<file path="config.mk">
export PLATFORM = sky130hd
export DESIGN_NAME = user_event_gen
export DESIGN_NICKNAME = d
export VERILOG_FILES = /design/src/rtl/user_event_gen_pkg.sv /design/src/rtl/user_event_gen_btn_debounce.sv /design/src/rtl/user_event_gen.sv
export SDC_FILE = /design/constraint.sdc
export NUM_CORES = 1
export LEC_CHECK = 0
export BUFFER_PORTS_ARGS = -buffer_cell sky130_fd_sc_hd__clkbuf_2
export CAP_MARGIN = 40
export CELL_PAD_IN_SITES_DETAIL_PLACEMENT = 1
export CELL_PAD_IN_SITES_GLOBAL_PLACEMENT = 1
export CORE_UTILIZATION = 44
export DETAILED_ROUTE_END_ITERATION = 10
export PLACE_DENSITY_LB_ADDON = 0.1
export REMOVE_ABC_BUFFERS = 1
export SLEW_MARGIN = 10
export SYNTH_ARGS = -nofsm -noshare
export SYNTH_HDL_FRONTEND = slang
export SYNTH_SLANG_ARGS = --single-unit
</file>
<file path="constraint.sdc">
create_clock -name clk -period 2.8 [get_ports clk]
set_clock_uncertainty 0.1 [all_clocks]
set_input_delay 0.42 -clock clk [delete_from_list [all_inputs] [get_ports clk]]
set_output_delay 0.42 -clock clk [all_outputs]
set_load 0.1 [all_outputs]
</file>
<file path="src/rtl/user_event_gen_pkg.sv">
// Shared tetris event codes and button indexing for the user input front end.
// Code 0 means "no event"; button indices are ordered lowest to highest priority.
package user_event_gen_pkg;

  typedef enum logic [2:0] {
    EV_NONE     = 3'd0,
    EV_LEFT     = 3'd1,
    EV_RIGHT    = 3'd2,
    EV_DOWN     = 3'd3,
    EV_ROTATE   = 3'd4,
    EV_NEW_GAME = 3'd5
  } user_event_t;

  localparam int NUM_BTN      = 5;
  localparam int BTN_RIGHT    = 0;
  localparam int BTN_LEFT     = 1;
  localparam int BTN_DOWN     = 2;
  localparam int BTN_ROTATE   = 3;
  localparam int BTN_NEW_GAME = 4;

  function automatic user_event_t btn_event(input int idx);
    case (idx)
      BTN_RIGHT:    return EV_RIGHT;
      BTN_LEFT:     return EV_LEFT;
      BTN_DOWN:     return EV_DOWN;
      BTN_ROTATE:   return EV_ROTATE;
      BTN_NEW_GAME: return EV_NEW_GAME;
      default:      return EV_NONE;
    endcase
  endfunction

endpackage

</file>
<file path="src/rtl/user_event_gen_btn_debounce.sv">
// Two-flop synchronizer, down-counting debouncer and registered rise pulse
// for one raw asynchronous button.
module btn_debounce #(
  parameter int DEBOUNCE_CYCLES = 16
) (
  input  logic clk,
  input  logic rst,
  input  logic btn,
  output logic level,
  output logic rise
);

  localparam int CW = $clog2(DEBOUNCE_CYCLES + 1);
  localparam logic [CW-1:0] LOAD = CW'(DEBOUNCE_CYCLES - 1);

  logic [1:0]    sync;
  logic [CW-1:0] cnt;

  // cnt reaching zero on a differing sample means DEBOUNCE_CYCLES in a row differed
  always_ff @(posedge clk) begin
    if (rst) begin
      sync  <= '0;
      level <= 1'b0;
      rise  <= 1'b0;
      cnt   <= LOAD;
    end else begin
      sync <= {sync[0], btn};
      rise <= 1'b0;
      if (sync[1] == level) begin
        cnt <= LOAD;
      end else if (cnt == '0) begin
        level <= sync[1];
        rise  <= sync[1];
        cnt   <= LOAD;
      end else begin
        cnt <= cnt - 1'b1;
      end
    end
  end

endmodule

</file>
<file path="src/rtl/user_event_gen.sv">
// Debounced buttons -> priority arbiter -> small event FIFO for the game logic.
// Define USER_EVENT_AUTOREPEAT_EN to autorepeat LEFT/RIGHT/DOWN while held.
module user_event_gen
  import user_event_gen_pkg::*;
#(
  parameter int DEBOUNCE_CYCLES = 16,
  parameter int FIFO_DEPTH      = 4,
  parameter int REPEAT_DELAY    = 64,
  parameter int REPEAT_PERIOD   = 16
) (
  input  logic       clk,
  input  logic       rst,
  input  logic       btn_left_i,
  input  logic       btn_right_i,
  input  logic       btn_down_i,
  input  logic       btn_rotate_i,
  input  logic       btn_new_game_i,
  input  logic       user_event_rd_req_i,
  output logic [2:0] user_event_o,
  output logic       user_event_ready_o,
  output logic       overflow_o
);

  localparam int PW = $clog2(FIFO_DEPTH);
  localparam int CW = PW + 1;

  if (FIFO_DEPTH < 2 || (FIFO_DEPTH & (FIFO_DEPTH - 1)) != 0)
    $error("FIFO_DEPTH must be a power of two >= 2");
  if (DEBOUNCE_CYCLES < 1 || REPEAT_DELAY < 1 || REPEAT_PERIOD < 1)
    $error("DEBOUNCE_CYCLES, REPEAT_DELAY and REPEAT_PERIOD must be >= 1");

  logic [NUM_BTN-1:0] btn_raw, btn_level, btn_rise, rpt_hit, pending, grant;
  user_event_t        sel_event;
  user_event_t        mem [FIFO_DEPTH];
  logic [PW-1:0]      wr_ptr, rd_ptr;
  logic [CW-1:0]      count;
  logic               pop, full, any_pending, wr, drop;

  assign btn_raw = {btn_new_game_i, btn_rotate_i, btn_down_i, btn_left_i, btn_right_i};

  for (genvar i = 0; i < NUM_BTN; i++) begin : g_btn
    btn_debounce #(.DEBOUNCE_CYCLES(DEBOUNCE_CYCLES)) u_btn_debounce (
      .clk   (clk),
      .rst   (rst),
      .btn   (btn_raw[i]),
      .level (btn_level[i]),
      .rise  (btn_rise[i])
    );
  end

`ifdef USER_EVENT_AUTOREPEAT_EN
  localparam int RPT_MAX = (REPEAT_DELAY > REPEAT_PERIOD) ? REPEAT_DELAY : REPEAT_PERIOD;
  localparam int RW      = $clog2(RPT_MAX + 1);

  // Only the movement buttons (indices below ROTATE) repeat
  for (genvar i = 0; i < BTN_ROTATE; i++) begin : g_rpt
    logic [RW-1:0] rpt_cnt;
    always_ff @(posedge clk) begin
      if (rst || !btn_level[i])
        rpt_cnt <= RW'(REPEAT_DELAY - 1);
      else if (rpt_cnt == '0)
        rpt_cnt <= RW'(REPEAT_PERIOD - 1);
      else
        rpt_cnt <= rpt_cnt - 1'b1;
    end
    assign rpt_hit[i] = btn_level[i] && (rpt_cnt == '0);
  end
  assign rpt_hit[NUM_BTN-1:BTN_ROTATE] = '0;
`else
  assign rpt_hit = '0;
`endif

  // Later (higher-index) buttons override, giving NEW_GAME top priority
  always_comb begin
    grant     = '0;
    sel_event = EV_NONE;
    for (int i = 0; i < NUM_BTN; i++) begin
      if (pending[i]) begin
        grant     = '0;
        grant[i]  = 1'b1;
        sel_event = btn_event(i);
      end
    end
  end

  assign pop         = user_event_rd_req_i && (count != '0);
  assign full        = (count == CW'(FIFO_DEPTH));
  assign any_pending = |pending;
  assign wr          = any_pending && (!full || pop);
  assign drop        = any_pending && full && !pop;

  always_ff @(posedge clk) begin
    if (rst) begin
      pending    <= '0;
      wr_ptr     <= '0;
      rd_ptr     <= '0;
      count      <= '0;
      overflow_o <= 1'b0;
    end else begin
      pending <= (pending & ~grant) | btn_rise | rpt_hit;
      if (wr)  wr_ptr <= wr_ptr + 1'b1;
      if (pop) rd_ptr <= rd_ptr + 1'b1;
      case ({wr, pop})
        2'b10:   count <= count + 1'b1;
        2'b01:   count <= count - 1'b1;
        default: count <= count;
      endcase
      if (drop) overflow_o <= 1'b1;
    end
  end

  always_ff @(posedge clk) begin
    if (wr) mem[wr_ptr] <= sel_event;
  end

  assign user_event_ready_o = (count != '0);
  assign user_event_o       = (count != '0) ? mem[rd_ptr] : EV_NONE;

endmodule

</file>
* After elaboration in Yosys (flattened, before gate mapping) *
Memory sizes are Yosys's and may differ from the RTL's. A register that Yosys moved wholly into a read port is not among the register bits.
Cells that the tools add are included.

word-level totals
  word-level logic and storage cells = 102
  memory bits (writable) = 12
  input bits = 8
  output and inout port bits = 5
  register bits after elaboration = 58
  memories kept = 1

memories
  memory  depth  width  read ports  clocked after Yosys merged registers in  write ports  RTL line              RTL
  mem     4      3      1           1                                        1            user_event_gen.sv:34  user_event_t mem [FIFO_DEPTH];

operators by class
  reduce and logical (&&, ||, !) cells = 30
  bitwise gates (word level) = 13
  add/subtract/negate cells = 9
  eq/ne operators = 8
  muxes and demuxes = 16

operators with widths
  kind                                                  count
  OR reduction 3 bit                                    10
  logical NOT 5 bit                                     5
  subtractor 5 x 1 -> 5 bit (second input constant)     5
  2-to-1 mux 3 bit                                      5
  2-to-1 mux 5 bit                                      3
  inverter 1 bit                                        10
  AND reduction 2 bit                                   5
  2-to-1 mux 2 bit                                      4
  case mux 3 bit (2 select lines)                       1
  AND 5 bit                                             1
  equality test 1 bit                                   5
  inverter 5 bit                                        1
  OR 5 bit                                              1
  OR reduction 5 bit                                    1
  adder 2 x 1 -> 2 bit (second input constant)          2
  logical AND 1 bit                                     4
  adder 3 x 1 -> 3 bit (second input constant)          1
  equality test 3 bit (second input constant)           1
  2-to-1 mux 1 bit                                      3
  nonzero test 3 bit                                    1
  subtractor 3 x 1 -> 3 bit (second input constant)     1
  equality test 2 x 1 -> 1 bit (second input constant)  1
  equality test 2 bit (second input constant)           1
  logical NOT 1 bit                                     2
  2 further kinds                                       2

* Logic depth before layout (Yosys ltp) *
  word-level depth = 8
  mapped depth = 9

* Cells and area by module *
Synthesis repeated with hierarchy kept, for this count alone.

unflattened totals
  cell total of the unflattened synthesis = 282
  area total of the unflattened synthesis = 3,041.7 um^2

by module, submodules not included
  module          instances  cells an instance  sequential area each (um^2)  area each (um^2)
  btn_debounce    5          32                 180.2                        351.6
  user_event_gen  1          122                660.6                        1,283.7

* Worst setup path before layout *
No wires, ideal clock.

  kind = register to register
  start = register count[2]
  end = register count[1]
  cell stages (with the launch flop) = 9
  setup time = 0.116 ns
  clock period less this slack = 2.932 ns
  arrival time = 2.716 ns
  path slack = -0.132 ns
  required time = 2.584 ns
  path through = dfxtp_1 -> or3_1 -> clkbuf_1 -> nand3_1 -> fa_1 -> o21ai_0 -> nor4b_1 -> a21oi_1 -> o211a_1

on the way
  cells in the longest elaborated chain, start to end = 6

ends and longest elaborated chain
  item                                                                          RTL line               RTL
  start, declared                                                               user_event_gen.sv:36   logic [CW-1:0] count;
  start signal, assigned                                                        user_event_gen.sv:104  2'b10: count <= count + 1'b1;
  start signal, assigned                                                        user_event_gen.sv:105  2'b01: count <= count - 1'b1;
  start signal, assigned                                                        user_event_gen.sv:106  default: count <= count;
  nonzero test 3 bit *                                                          --
  named net user_event_ready_o                                                  user_event_gen.sv:20   output logic user_event_ready_o,
  logical AND 1 bit *                                                           user_event_gen.sv:86   assign pop = user_event_rd_req_i && (count != '0);
  logical OR 1 bit                                                              user_event_gen.sv:89   assign wr = any_pending && (!full || pop);
  logical AND 1 bit                                                             user_event_gen.sv:89
  equality test 2 x 1 -> 1 bit / equality test 2 bit (equally long branches)    user_event_gen.sv:103  case ({wr, pop})
  case mux 3 bit (2 select lines) / nonzero test 2 bit (equally long branches)  --

Mark *: on every way through the listed nets, which the timed path passes. The rest lies on a longest branch.
A chain may end at the register's enable or synchronous reset.

* Worst setup path after layout *
  start = register pending[1]
  end = register count[1]

on the way
  cells in the longest elaborated chain, start to end = 4

ends and longest elaborated chain
  item                                                                          RTL line               RTL
  start, declared                                                               user_event_gen.sv:32   logic [NUM_BTN-1:0] btn_raw, btn_level, btn_rise, rpt_hit, pending, grant;
  start signal, assigned                                                        user_event_gen.sv:100  pending <= (pending & ~grant) | btn_rise | rpt_hit;
  OR reduction 5 bit *                                                          user_event_gen.sv:88   assign any_pending = |pending;
  logical AND 1 bit *                                                           user_event_gen.sv:89
  equality test 2 x 1 -> 1 bit / equality test 2 bit (equally long branches)    user_event_gen.sv:103
  case mux 3 bit (2 select lines) / nonzero test 2 bit (equally long branches)  --

Mark *: on every way between the ends. The rest lies on a longest branch, timed or not.

==> run summary <==
I/O Buffers: 12
Total GRT Usage: 0.163
Crit path max fanout: 10
CTS sink count: 72
Number of fill cells in the layout: 726
Cell area after layout: 3260 µm²
CTS Root Cell: clkbuf_8
CTS Hold Bufs: 0
Dpl cells: 368
Clock slew at reported path FFs: 0.07 ns
Mean number of vias per cell: 5.05
Tightest Pin Transition: 0.713 ns
Core area: 6390 µm²
#FFs+latches synth: 72
Full die area: 6980 µm²
Worst setup margin: 0.128 ns
Post-CTS Setup Bufs: 0
Placed instance area: 3060 µm²
Status: finished clean
Later-pin clock latency in the skew report: 0.33 ns
# rows: 29
Slew HR: 0.525
Ant diodes: 0
Final WL: 5020 µm
H-tree levels: 3
Tmin final: 2.67 ns
CP arrival: 2.80 ns
DR iter-0 viols: 57
Gates resized, CTS repair: 0
CTS tree: yes
Ys Warns: 0
Layout Cells excl Fill: 384
Height of the die: 83.5 µm
Synth Area per Inst: 10.2 µm²
Max Clock Freq: 0.374 GHz
Synth unique cells: 39
Congestion Overflow GR: 0
Crit path capture type: register
Final Wtd Congestion: 0.746
Peak VDD IR: 0.000857 V
Share of cells above drive strength 1: 0.121
Post-layout net count: 323
PnR Total Power: 2.49 mW
Detailed-route via count: 1941
Setup slack at placement: 0.252 ns
Die W: 83.5 µm
WL/cell: 13.1 µm
Synthesized area: 2920 µm²
First-pass GRT wire length: 9050 µm
CTS max path bufs: 2
Setup_tns: 0 ns
Endpoints failing hold: 0
Post-Syn Instances: 286
Seq/Total Area, Yosys: 0.534
Antenna Nets Post-Route: 0
# IOs: 13
Largest net degree at the start of global routing: 35
Final setup viols: 0
Final max-slew violation count: 0
Vias in the first global route: 2009
Antenna violations before repair: 0
HPWL Detailed: 3570 µm
Initial Util: 0.458
Total CTS buffers: 9
Iteration count of the initial detailed-routing pass: 4
CP required: 2.93 ns
Worst setup SP type: register
Lkg Pwr: 1.36 nW
Crit path kind: reg -> reg
Power Dens Cells: 764 nW/µm²
RSZ-0062 raised after global routing: no
Fin crit share: 0.954
Max Cap Violations: 0
Area Growth Syn to Fin: 11.4%
Hold Path Class: in -> reg
Drt drc: 0
sequential cells by signal, summed over array words and instances (netlist names), 2 cells and up, named ones only:
| signal | cells |
|---|---|
| g_btn.u_btn_debounce.level | 5 |
| g_btn.u_btn_debounce.cnt | 25 |
| pending | 5 |
| g_btn.u_btn_debounce.sync | 10 |
| rd_ptr | 2 |
| g_btn.u_btn_debounce.rise | 5 |
| mem | 12 |
| count | 3 |
| wr_ptr | 2 |
worst paths after layout:
path,start,end,slack [ns],cells past startpoint
max reg2reg,pending[1],count[1],0.13,8
max,pending[1],count[1],0.13,8
min reg2reg,g_btn[2].u_btn_debounce.cnt[0],g_btn[2].u_btn_debounce.cnt[0],0.30,1
min,btn_right_i,g_btn[0].u_btn_debounce.sync[0],0.19,2
stage by stage:
step,hold WS (ns),utilization
2_1_floorplan,0.271,-
3_3_place_gp,0.283,0.479
3_5_place_dp,0.285,0.479
4_1_cts,0.178,0.510
5_1_grt,0.190,0.510
6_report,0.192,0.510
cell type report:
cell class,instances,area (µm²),area share
Clock buffer,13,159,0.0488
Tap cell,77,96.3,0.0296
Clock inverter,3,40.0,0.0123
Sequential cell,72,1560,0.479
Inverter,15,56.3,0.0173
Timing Repair Buffer,15,82.6,0.0254
Multi-Input combinational cell,189,1260,0.387
worst max-delay path, cell delays in order, from the launching register on:
cell and delay, ns:
dfxtp_1 0.34, or4_4 0.62, nor2_1 0.19, nand3_1 0.13
fa_1 0.53, o21ai_0 0.11, nor4b_1 0.34, a21oi_1 0.08
o211a_1 0.14
cells by family (layout without fill, tap and decap cells):
| logic type | count (synthesis) | after routing | synth area share |
|---|---|---|---|
| adders and majority gates | 13 | 13 | 0.0582 |
| muxes | 10 | 10 | 0.0471 |
| xor gates and xnor gates | 22 | 22 | 0.0659 |
| AOI/OAI and AO/OA | 22 | 22 | 0.0475 |
| and+or+nand+nor | 122 | 122 | 0.213 |
| DFF | 72 | 72 | 0.534 |
| buffers and inverters | 25 | 46 | 0.0347 |
layout by cell type, fill, tap and decap left out, types with 2 or more instances in the layout:
cell type	Yosys	layout
clkinv_2	0	2
clkbuf_2	0	12
clkbuf_8	0	11
and3_1	8	8
xnor2_1	20	20
edfxtp_1	12	12
dfxtp_1	60	60
nand2b_1	2	2
mux4_2	3	3
o22ai_1	2	2
and2_1	10	10
o21ai_0	2	2
xor2_1	2	2
o211ai_1	3	3
mux2i_1	7	7
or3_1	3	3
inv_1	15	15
or3b_2	2	2
nand2_1	25	25
buf_4	0	3
nor3_1	11	11
nor2b_1	13	13
nand3_1	2	2
a21oi_1	8	8
clkbuf_1	8	2
nor2_1	35	35
nor4b_1	4	4
a31oi_1	2	2
ha_1	12	12
or2_2	2	2
power breakdown:
group / switching, mW / internal, mW / total (mW)
combinational: 0.402 / 0.145 / 0.548
clock: 0.361 / 0.459 / 0.820
sequential: 0.0385 / 1.08 / 1.12
per-layer routing:
metal | track usage | up-vias | share of wire
met5 | 0 | - | 0
met2 | 0.270 | 25 | 0.49
met4 | 0.0817 | 0 | 0.021
met1 | 0.201 | 924 | 0.47
li1 | - | 981 | -
met3 | 0.0356 | 11 | 0.026
cells in the mapped netlist (all sizes together):
cell type  number  area (µm²)
dfxtp          60        1200
nor2           35         131
nand2          25        93.8
xnor2          20         175
inv            15        56.3
nor2b          13        81.3
edfxtp         12         360
ha             12         150
nor3           11        55.1
and2           10        62.6
a21oi           8        40.0
and3            8        50.1
clkbuf          8        30.0
mux2i           7        70.1
nor4b           4        35.0
mux4            3        67.6
o211ai          3        22.5
or2             3        18.8
or3             3        18.8
a31oi           2        12.5
buf             2        15.0
nand2b          2        12.5
nand3           2        10.0
o21ai           2        10.0
o22ai           2        12.5
or3b            2        17.5
xor2            2        17.5
a211oi          1        7.51
a21o            1        7.51
fa              1        20.0
nand3b          1        7.51
nor4            1        6.26
o211a           1        10.0
o21bai          1        7.51
o32ai           1        8.76
or4             1        11.3
or4b            1        10.0
Note: power is estimated with default switching activity, not from simulation.
